--- config.mk ---
export PLATFORM = sky130hd
export DESIGN_NAME = branch_resolve
export DESIGN_NICKNAME = d
export VERILOG_FILES = /design/src/rtl/branch_resolve_pkg.sv /design/src/rtl/branch_cmp.sv /design/src/rtl/branch_resolve.sv
export SDC_FILE = /design/constraint.sdc
export NUM_CORES = 1
export LEC_CHECK = 0
export BUFFER_PORTS_ARGS = -buffer_cell sky130_fd_sc_hd__clkbuf_2
export CAP_MARGIN = 20
export CORE_MARGIN = 10
export CORE_UTILIZATION = 49
export CTS_CLUSTER_DIAMETER = 80
export DETAILED_ROUTE_END_ITERATION = 10
export GPL_ROUTABILITY_DRIVEN = 0
export HOLD_SLACK_MARGIN = 0.08
export PLACE_DENSITY = 0.82
export SLEW_MARGIN = 20
export SYNTH_ARGS = -nofsm -noshare
export SYNTH_HDL_FRONTEND = slang
export SYNTH_HIERARCHICAL = 1
export SYNTH_SLANG_ARGS = --single-unit
--- constraint.sdc ---
create_clock -name clk -period 2.1 [get_ports clk]
set_input_delay 0.105 -clock clk [delete_from_list [all_inputs] [get_ports clk]]
set_output_delay 0.105 -clock clk [all_outputs]
set_load 0.05 [all_outputs]
--- src/rtl/branch_resolve_pkg.sv ---
// branch_resolve_pkg: forwarding select codes, branch funct3 codes and resolver FSM states.
package branch_resolve_pkg;

   localparam logic [2:0] FWD_RF      = 3'b000;
   localparam logic [2:0] FWD_EX      = 3'b001;
   localparam logic [2:0] FWD_MEM_ALU = 3'b010;
   localparam logic [2:0] FWD_MEM_LD  = 3'b011;
   localparam logic [2:0] FWD_WB      = 3'b100;

   typedef enum logic [2:0] {
      F3_BEQ  = 3'b000,
      F3_BNE  = 3'b001,
      F3_BLT  = 3'b100,
      F3_BGE  = 3'b101,
      F3_BLTU = 3'b110,
      F3_BGEU = 3'b111
   } funct3_e;

   typedef enum logic [1:0] {
      S_RESOLVE  = 2'b00,
      S_WAIT_LD  = 2'b01,
      S_REDIRECT = 2'b10
   } state_e;

   // Unused select codes fall back to the register file.
   function automatic logic [31:0] fwd_mux(input logic [2:0] sel, input logic [31:0] rf,
                                           input logic [31:0] ex, input logic [31:0] mem_alu,
                                           input logic [31:0] mem_ld, input logic [31:0] wb);
      return sel == FWD_EX      ? ex      :
             sel == FWD_MEM_ALU ? mem_alu :
             sel == FWD_MEM_LD  ? mem_ld  :
             sel == FWD_WB      ? wb      :
             sel == FWD_RF      ? rf      : rf;
   endfunction

endpackage

--- src/rtl/branch_cmp.sv ---
// branch_cmp: combinational branch condition evaluation for the six RV32 conditional branches.
module branch_cmp
   import branch_resolve_pkg::*;
(
   input  logic [31:0] a,
   input  logic [31:0] b,
   input  logic [2:0]  funct3,
   output logic        taken
);

   logic eq, lt, ltu;

   always_comb begin
      eq    = a == b;
      lt    = $signed(a) < $signed(b);
      ltu   = a < b;
      taken = funct3 == F3_BEQ  ? eq   :
              funct3 == F3_BNE  ? !eq  :
              funct3 == F3_BLT  ? lt   :
              funct3 == F3_BGE  ? !lt  :
              funct3 == F3_BLTU ? ltu  :
              funct3 == F3_BGEU ? !ltu : 1'b0;
   end

endmodule

--- src/rtl/branch_resolve.sv ---
// branch_resolve: ID-stage branch resolution with load-use stall, one-cycle redirect/flush
// pulse and resolved/taken branch counters.
module branch_resolve
   import branch_resolve_pkg::*;
(
   input  logic        clk,
   input  logic        rst_n,
   input  logic        br_valid,
   input  logic [2:0]  br_funct3,
   input  logic [31:0] pc_id,
   input  logic [31:0] imm_id,
   input  logic [2:0]  fa,
   input  logic [2:0]  fb,
   input  logic [31:0] rf_rs1,
   input  logic [31:0] rf_rs2,
   input  logic [31:0] ex_result,
   input  logic        ex_is_load,
   input  logic [31:0] mem_alu,
   input  logic [31:0] mem_rdata,
   input  logic [31:0] wb_data,
   output logic        stall,
   output logic        flush,
   output logic        redirect_valid,
   output logic [31:0] redirect_pc,
   output logic [15:0] br_cnt,
   output logic [15:0] tk_cnt
);

   state_e      state_q, state_d;
   logic [31:0] redirect_pc_q, redirect_pc_d;
   logic [15:0] br_cnt_q, br_cnt_d;
   logic [15:0] tk_cnt_q, tk_cnt_d;
   logic [31:0] op_a, op_b;
   logic        taken, hazard, eval;

   assign op_a   = fwd_mux(fa, rf_rs1, ex_result, mem_alu, mem_rdata, wb_data);
   assign op_b   = fwd_mux(fb, rf_rs2, ex_result, mem_alu, mem_rdata, wb_data);
   assign hazard = ex_is_load && (fa == FWD_EX || fb == FWD_EX);

   branch_cmp u_cmp (
      .a      (op_a),
      .b      (op_b),
      .funct3 (br_funct3),
      .taken  (taken)
   );

   always_comb begin
      state_d        = state_q;
      redirect_pc_d  = redirect_pc_q;
      br_cnt_d       = br_cnt_q;
      tk_cnt_d       = tk_cnt_q;
      stall          = 1'b0;
      flush          = 1'b0;
      redirect_valid = 1'b0;
      eval           = 1'b0;
      case (state_q)
         S_RESOLVE: begin
            if (br_valid && hazard) begin
               stall   = rst_n;
               state_d = S_WAIT_LD;
            end else begin
               eval = br_valid;
            end
         end
         S_WAIT_LD: begin
            eval    = br_valid;
            state_d = S_RESOLVE;
         end
         S_REDIRECT: begin
            redirect_valid = 1'b1;
            flush          = 1'b1;
            state_d        = S_RESOLVE;
         end
         default: state_d = S_RESOLVE;
      endcase
      if (eval) begin
         br_cnt_d = br_cnt_q + 16'd1;
         state_d  = taken ? S_REDIRECT : S_RESOLVE;
         if (taken) begin
            tk_cnt_d      = tk_cnt_q + 16'd1;
            redirect_pc_d = pc_id + imm_id;
         end
      end
   end

   always_ff @(posedge clk or negedge rst_n) begin
      if (!rst_n) begin
         state_q       <= S_RESOLVE;
         redirect_pc_q <= 32'd0;
         br_cnt_q      <= 16'd0;
         tk_cnt_q      <= 16'd0;
      end else begin
         state_q       <= state_d;
         redirect_pc_q <= redirect_pc_d;
         br_cnt_q      <= br_cnt_d;
         tk_cnt_q      <= tk_cnt_d;
      end
   end

   assign redirect_pc = redirect_pc_q;
   assign br_cnt      = br_cnt_q;
   assign tk_cnt      = tk_cnt_q;

endmodule

==> metrics.yaml <==
outcome:
  outcome: "complete, but fails checks"
  violations: "negative setup slack"
setup_path:
  max_stage_delay_ns: 0.56
  worstPathArrival_ns: 3.89
  cp_top_family: "simple AND/OR/NAND/NOR gates"
  crit_type: "in2reg"
  crit_chain: "clkbuf_2 > nor3b_4 > buf_6 > buf_6 > mux2i_1 > a211oi_1 > a21oi_1 > o21ai_1 > ha_4 > nand4_1 > or4b_4 > o22ai_4 > or4_1 > a31o_1 > nand2_2 > inv_2 > and4_4 > and4_4 > nand3_2 > xnor2_1"
  endpoint_kind: "register"
  cp_max_fo: 5
  cp.required_ns: 2.35
  slowest_stage: "or4b_4"
  startpoint_type: "input port"
  crit_buf_inv: 4
yosys:
  syn_nets: 1355
  avgSynthCellArea_um2: 7.46
  yosys-top-cells-area: "dfrtp_1, ha_1, mux2i_1"
  synthesis.area_um2: 7610
  yosysWarnings: 6
  syn_inst: 1020
  async_flop_share: 1.00
  synth-main-ff-cell: "dfrtp_1"
  synth_edf_count: 0
  ys_ff_latch: 66
  seq_area_frac_synth: 0.217
  synth_cell_types: 62
  synth_largest_area_cell: "dfrtp_1"
  yosysMostFrequentCell: "nand2_1"
  synth_top_area_frac: 0.217
  synthTopCellsByCount: "nand2_1, o21ai_0, a21oi_1, nor2_1"
floorplanning:
  io_pins: 336
  coreArea_um2: 15200
  fp.dieW_um: 145
  start_util: 0.500
  fp-row-count: 45
  die_y_um: 145
  die_area_um2: 20900
detailed_routing:
  ant_nets: 0
  routed_wl_mm: 31.7
  drt_iter0_markers: 859
  vias_per_cell: 5.91
  wire_per_inst_um: 19.7
  vias: 9534
  drc: 0
  firstDrtPassIters: 5
cells_and_area:
  areaGrowthSynthToFinish_pct: 47.5
  fillers: 1105
  post-route-util: 0.738
  num-nets-final: 1754
  final_layout_size_suffix_gt1_frac: 0.385
run:
  max_cap_viol_count: 0
timing:
  setup_slack_ns: -1.55
  worst_pin_slew_ns: 0.838
  max-slew-margin-rel: 0.441
  period_minus_slack_ns: 3.65
  finalMaxSlewViolations: 0
  setup_viol: 49
  fin_skew_ns: 0.00699
  rsz0062_at_grt: "yes"
  final_hold_viol_count: 0
  period_share: 1.74
  fmax_mhz: 274
global_routing:
  grt_max_degree: 67
  grt_overflow: 0
  antenna_found_initial: 1
  grt_pass1_vias: 9431
  grt_util_all_layers: 0.279
  grt_pass1_wl_mm: 47.2
place:
  portBuffers: 335
  dpl.hpwl_mm: 24.0
  pre_cts_ws_ns: -1.84
power_and_ir_drop:
  finalPower_uw: 8370
  ir_worst_vdd_mv: 0.904
  cellPowerDensity_nw_per_um2: 746
  p_leak_uw: 0.00554
clock_network:
  ctsRootBufferMaster: "clkbuf_16"
  clk_pin_slew_ns: 0.06
  cts-buffers-inserted: 9
  h-tree-depth: 3
  clock_latency_ns: 0.34
  cts_sinks: 66
  cts_tree: "built"
  clk_path_buf_depth: 2
hold_path:
  hp-class: "in2reg"
==> layout make-up <==
cell class,instances,area [um2],share of cell area
Antenna cell,1,2.50,0.000223
Clock buffer,9,225,0.0201
Clock inverter,7,101,0.00904
Inverter,40,150,0.0134
Multi-Input combinational cell,845,5930,0.529
Sequential cell,66,1650,0.147
Tap cell,188,235,0.0210
Timing Repair Buffer,457,2920,0.260
==> cells in the final DEF, fill, tap and decap left out, types with 7 or more instances in the layout <==
cell       netlist  final
xor2_1          21     20
a211oi_2         1     11
dfrtp_1         66     66
nand2_1        142    135
mux2i_1         64     62
nor3_1           8      7
inv_1           39     39
nand3_1         23     18
a21o_1          18     18
a21oi_1         96     90
nor2_1          87     87
buf_6            0      9
buf_12           0     12
ha_4             0     10
clkbuf_16        0     12
a21oi_2          4     10
xnor2_1         36     32
o21ai_0        101     65
nand4_1         15     15
clkbuf_2         0    330
a211oi_1        66     56
buf_4            1     94
and3_1           9      9
o21ai_1          8     42
ha_1            65     55
==> per-layer routing <==
metal / global-route usage / up-vias / share of wire
met3: 0.0708 / 133 / 0.097
met4: 0.141 / 0 / 0.052
met2: 0.477 / 558 / 0.48
met5: 0 / - / 0
li1: - / 4489 / -
met1: 0.314 / 4354 / 0.37
==> kinds of logic after synthesis <==
kind of cell / synth area share
buffers and inverters: 0.0567
AOI/OAI and AO/OA: 0.277
DFF: 0.217
muxes: 0.0857
adders and majority gates: 0.110
and+or+nand+nor: 0.188
xor gates and xnor gates: 0.0656
==> stage by stage <==
stage	TNS [ns]	hold WS [ns]	std cells	area, um2
after floorplan	-52.83	-0.191	1020	7810
final	-69.59	0.125	1613	11200
after detailed placement	-83.76	0.377	1579	10300
after CTS	-62.73	0.118	1606	10900
after global routing	-77.28	0.136	1613	11200
after global placement	-80.12	0.371	1579	10300
==> worst register-to-register path: stages, from the launching register on <==
cell and delay, ns:
dfrtp_1 0.35, nor2b_1 0.05, o21ai_1 0.09, and3b_1 0.22, buf_4 0.16, nand4_1 0.13
nor3_1 0.36, nand3_1 0.16, xnor2_1 0.15
==> final timing paths <==
check	start	cells after the start	to	slack, ns
max in group asynchronous	rst_n	3	redirect_pc[5]	0.98
worst max-delay path	fa[1]	20	tk_cnt[11]	-1.55
worst min-delay path	pc_id[0]	4	redirect_pc[0]	0.12
worst max register to register	state_q[0]	8	br_cnt[13]	0.33
min in group asynchronous	rst_n	3	br_cnt[1]	0.58
worst min register to register	state_q[1]	1	state_q[0]	0.46
==> registers in the layout, indices dropped and copies added, names as in the netlist <==
register and count:
br_cnt 16, redirect_pc 32, state_q 2, tk_cnt 16
==> what timing repair did <==
action,CTS,global route
endpoints found under the setup margin,49,50
gates resized for setup,24,57
cloned,3,4
setup buffers,6,4
endpoints found under the hold margin,67,0
pin swaps,3,22
hold buffers,2,0
==> where the power goes <==
part	switching (uW)	internal [uW]	leakage, uW
sequential	381	1680	0.000856
clock	602	1050	0.000158
combinational	3080	1580	0.00452
total	4070	4300	0.00554
No activity file was read; power rests on OpenSTA's default activity.
